File: config.mk
export PLATFORM = sky130hd
export DESIGN_NAME = result_tx_formatter
export DESIGN_NICKNAME = d
export VERILOG_FILES = /design/src/rtl/result_tx_formatter.sv
export SDC_FILE = /design/constraint.sdc
export NUM_CORES = 1
export LEC_CHECK = 0
export CAP_MARGIN = 15
export CORE_MARGIN = 2
export CORE_UTILIZATION = 50
export CTS_CLUSTER_DIAMETER = 150
export DETAILED_ROUTE_END_ITERATION = 6
export GPL_TIMING_DRIVEN = 0
export PLACE_DENSITY = 0.73
export SYNTH_ARGS = -nofsm -noshare
export SYNTH_HDL_FRONTEND = slang
export SYNTH_SLANG_ARGS = --single-unit
File: constraint.sdc
create_clock -name CLK -period 2.3 [get_ports CLK]
set_input_delay 0.46 -clock CLK [delete_from_list [all_inputs] [get_ports CLK]]
set_output_delay 0.46 -clock CLK [all_outputs]
set_load 0.01 [all_outputs]
File: src/rtl/result_tx_formatter.sv
// Converts an unsigned ALU result to ASCII decimal with double-dabble and
// streams the digits, then a terminator, into the TX FIFO write port.
module result_tx_formatter #(
  parameter int              NBIT = 8,
  parameter int              NDIG = 3,
  parameter logic [NBIT-1:0] TERM = NBIT'(8'h0A)
) (
  input  logic            CLK,
  input  logic            RESET,
  input  logic            result_valid,
  input  logic [NBIT-1:0] result,
  input  logic            FIFO_full,
  output logic [NBIT-1:0] data_out,
  output logic            WR_FIFO,
  output logic            BUSY,
  output logic            DROP,
  output logic [1:0]      STATE
);

  localparam int BW = 4 * NDIG;
  localparam int CW = $clog2(NBIT + 1);
  localparam int IW = (NDIG > 1) ? $clog2(NDIG) : 1;

  typedef enum logic [1:0] {
    IDLE  = 2'b00,
    CONV  = 2'b01,
    SEND  = 2'b10,
    TERMS = 2'b11
  } state_t;

  state_t          state_q, state_d;
  logic [BW-1:0]   bcd_q, bcd_d;
  logic [NBIT-1:0] shift_q, shift_d;
  logic [CW-1:0]   cnt_q, cnt_d;
  logic [IW-1:0]   idx_q, idx_d;
  logic            drop_q, drop_d;

  logic [BW-1:0]      bcd_adj;
  logic [BW+NBIT-1:0] cat_sh;
  logic [IW-1:0]      hi_idx;
  logic [3:0]         cur_nib;

  always_ff @(posedge CLK or posedge RESET) begin
    if (RESET) begin
      state_q <= IDLE;
      bcd_q   <= '0;
      shift_q <= '0;
      cnt_q   <= '0;
      idx_q   <= '0;
      drop_q  <= 1'b0;
    end else begin
      state_q <= state_d;
      bcd_q   <= bcd_d;
      shift_q <= shift_d;
      cnt_q   <= cnt_d;
      idx_q   <= idx_d;
      drop_q  <= drop_d;
    end
  end

  always_comb begin
    state_d  = state_q;
    bcd_d    = bcd_q;
    shift_d  = shift_q;
    cnt_d    = cnt_q;
    idx_d    = idx_q;
    drop_d   = result_valid && (state_q != IDLE);
    data_out = '0;
    WR_FIFO  = 1'b0;

    // One double-dabble step: correct nibbles >= 5, then shift the pair left.
    bcd_adj = bcd_q;
    for (int i = 0; i < NDIG; i++) begin
      if (bcd_q[4*i +: 4] >= 4'd5) bcd_adj[4*i +: 4] = bcd_q[4*i +: 4] + 4'd3;
    end
    cat_sh = {bcd_adj, shift_q} << 1;

    // Most significant nonzero digit of the finished value; 0 for a zero result.
    hi_idx = '0;
    for (int i = 0; i < NDIG; i++) begin
      if (cat_sh[NBIT + 4*i +: 4] != 4'd0) hi_idx = IW'(i);
    end

    cur_nib = 4'd0;
    for (int i = 0; i < NDIG; i++) begin
      if (idx_q == IW'(i)) cur_nib = bcd_q[4*i +: 4];
    end

    case (state_q)
      IDLE: begin
        if (result_valid) begin
          shift_d = result;
          bcd_d   = '0;
          cnt_d   = CW'(NBIT);
          state_d = CONV;
        end
      end
      CONV: begin
        bcd_d   = cat_sh[BW+NBIT-1:NBIT];
        shift_d = cat_sh[NBIT-1:0];
        cnt_d   = cnt_q - 1'b1;
        if (cnt_q == CW'(1)) begin
          idx_d   = hi_idx;
          state_d = SEND;
        end
      end
      SEND: begin
        data_out = NBIT'(8'h30) + NBIT'(cur_nib);
        WR_FIFO  = ~FIFO_full;
        if (!FIFO_full) begin
          if (idx_q == '0) state_d = TERMS;
          else             idx_d   = idx_q - 1'b1;
        end
      end
      TERMS: begin
        data_out = TERM;
        WR_FIFO  = ~FIFO_full;
        if (!FIFO_full) state_d = IDLE;
      end
      default: state_d = IDLE;
    endcase
  end

  assign BUSY  = (state_q != IDLE);
  assign DROP  = drop_q;
  assign STATE = state_q;

endmodule

==> results by group <==
Outcome
  – Outcome: finished clean

Floorplanning
  – Die width: 65.5 um
  – Floorplan row count: 22
  – Initial Utilization: 51.7%
  – I/O Pins: 25
  – Die Span Y: 65.5 um
  – Die area: 4290 um^2
  – Core area: 3660 um^2

Place
  – Routability Congestion: 0.823
  – Placement Setup Slack: -0.0111 ns
  – DP HPWL: 2.79 mm
  – Area of placed instances: 2180 um^2
  – Port bufs: 22

GRT
  – GRT Total Usage: 21.4%
  – GR Util met2: 34.2%
  – Initial antenna violation count: 0
  – Grt met3 use: 5.48%
  – Vias in the first global route: 1,487
  – Busiest grt layer: met2
  – Pin count of the biggest net entering global routing: 30
  – Met1 Use GR: 27.3%
  – GR Overflow Total: 0
  – First-pass GRT wire length: 6.91 mm

Routing
  – DR WL/cell: 13.8 um
  – 1st-pass router iterations: 4
  – 1st-iter DRT viols: 77
  – Post-Route WL: 4.07 mm
  – Antenna viol nets, final: 0
  – Via count: 1,584
  – Drt drc: 0
  – Average via count per standard cell: 5.37

Worst setup path
  – Data required time of the worst path: 1.84 ns
  – Cell Chain, Critical Path: inv_2 > ha_4 > nand2_1 > nor2_1 > a21oi_1 > o21ai_1 > a21o_1 > dlygate4sd2_1
  – CP endpoint kind: output pin
  – R2R depth: 6
  – Setup CP Type: register to output pin
  – Startpoint class of the critical path: register
  – Slowest CP cell: dfrtp_1
  – Max stage delay on crit path: 0.42 ns
  – Crit path max fanout: 6
  – Critical path arrival: 1.76 ns

Clock network
  – CTS clk-pin slew, worst paths: 0.06 ns
  – TritonCTS clock tree: done
  – Post-cts hold buffer count: 0
  – Clock sinks: 29
  – CTS max path bufs: 2
  – Cts bufs inserted: 5
  – CTS H-tree lvls: 2
  – Root Driver: clkbuf_8
  – Clk_lat worst skew: 0.28 ns

Layout
  – Area grow syn2layout: 24.0%
  – Final nets: 275
  – Share of cells above drive strength 1: 15.8%
  – Diode count: 0
  – Post-route cell area: 2350 um^2

Pwr
  – Total power: 2.78 mW
  – PD cells: 1180 nW/um^2
  – Leakage: 1.04 nW
  – Max IR drop VDD: 802 uV

Yosys
  – Synth cell types: 42
  – Post-synth EDFFs: 0
  – Syn Inst Count: 214
  – Async set-or-reset flop fraction in the synthesized netlist: 100%
  – Synth Register Bits: 29
  – Seq/Total Area, Yosys: 38.3%
  – Syn Area/Cell: 8.85 um^2
  – Area of the mapped netlist: 1890 um^2
  – Ys Warns: 0
  – Top FF cell, synth: dfrtp_1

STA
  – Slew HR: 61.3%
  – Minimum clock period: 2.22 ns
  – Minimum hold slack: 0.489 ns
  – Tcrit/Tclk final: 96.5%
  – Final setup fails: 0
  – Slew at the pin with the worst max-slew slack: 0.581 ns
  – Clock skew: 0.00724 ns
  – Endpoints failing hold: 0
  – Peak Freq: 450 MHz
  – Final slew viol count: 0
  – Final worst slack: 0.0802 ns
  – Fin Setup TNS: 0 ns

Run
  – Max cap viols: 0

Hold path
  – Hold Crit Class: register to register
  – WHS Path Cells: 2
==> layout by cell type (no fill, tap or decap), types with 4 or more instances in the layout <==
cell type and n:
nand2b_1 4, o21ai_1 27, nor3_1 6, buf_4 7, buf_2 4, a21oi_1 14
mux2i_1 7, clkbuf_1 4, ha_1 12, inv_1 13, clkbuf_8 5, o21ai_0 4
nand2_1 30, clkdlybuf4s50_1 18, dfrtp_1 28, nor2_1 10
==> worst paths after layout <==
kind / start / endpoint / slack, ns
setup / recovery: idx_q[0]$_DFFE_PP0P_ / data_out[3] / 0.08
max in group asynchronous: RESET / STATE[1]$_DFFE_PP0P_ / 1.32
hold / removal: shift_q[3]$_DFFE_PP0P_ / shift_q[3]$_DFFE_PP0P_ / 0.49
min in group asynchronous: RESET / bcd_q[1]$_DFFE_PP0P_ / 0.50
hold reg to reg: shift_q[3]$_DFFE_PP0P_ / shift_q[3]$_DFFE_PP0P_ / 0.49
setup reg to reg: STATE[0]$_DFFE_PP0P_ / bcd_q[11]$_DFFE_PP0P_ / 0.27
==> critical path: cells and delay by family (launching register included) <==
kind / cells / cell delay, ns
AOI/OAI and AO/OA: 3 / 0.38
adders and majority gates: 1 / 0.19
buffers and inverters: 2 / 0.37
DFF: 1 / 0.42
and+or+nand+nor: 2 / 0.10
==> where the power goes <==
part	switching (mW)	internal [mW]
clock	0.203	0.209
sequential	0.148	0.679
combinational	0.856	0.680
==> synthesized netlist by cell type, types with 3 or more instances <==
cell type   n  area, um^2
a21oi_1    14        70.1
dfrtp_1    29         726
buf_4       4        30.0
mux2i_1     7        70.1
nor2_1     10        37.5
o21ai_1    26         130
xnor2_1     3        26.3
clkbuf_1    5        18.8
a21o_1      3        22.5
a211oi_1    3        22.5
o21ai_0     5        25.0
nor3_1      6        30.0
ha_1       17         213
inv_1      15        56.3
nand2b_1    4        25.0
nand2_1    30         113
buf_2       4        20.0
==> stage by stage <==
step	std cells	util, %
6_report	295	64.1
5_1_grt	295	64.1
4_1_cts	293	62.9
3_5_place_dp	285	59.5
3_3_place_gp	285	59.5
2_1_floorplan	215	-
==> final cells by class <==
type,instances,area (um^2)
Fill cell,310,1310
Multi-Input combinational cell,157,1090
Sequential cell,29,727
Timing Repair Buffer,26,267
Clock buffer,6,72.6
Buffer,11,61.3
Inverter,16,60.1
Tap cell,48,60.1
Clock inverter,2,10.0
==> registers in the layout, indices dropped and copies added (netlist names) <==
name     flops
cnt_q        4
idx_q        2
bcd_q       12
DROP         1
shift_q      8
STATE        2
==> repair_timing <==
| action | in CTS | in global routing |
|---|---|---|
| endpoints found under the setup margin | 4 | 3 |
| gates resized for setup | 14 | 4 |
| buffers inserted | 2 | 1 |
==> cells by family after synthesis <==
group / Yosys count / synth area share, %
mux: 8 / 4.30
xor+xnor: 3 / 1.39
buf+inv: 29 / 6.81
compound gates: 64 / 21.1
other cells: 1 / 0.198
flops: 29 / 38.3
fa+ha+maj: 17 / 11.2
simple gates: 63 / 16.7
==> layer usage <==
layer	vias to the layer above	share of wire [%]
met1	737	45
met2	45	48
met4	0	1.5
met5	-	0
met3	6	5.0
li1	796	-
No activity file was read; power rests on OpenSTA's default activity.
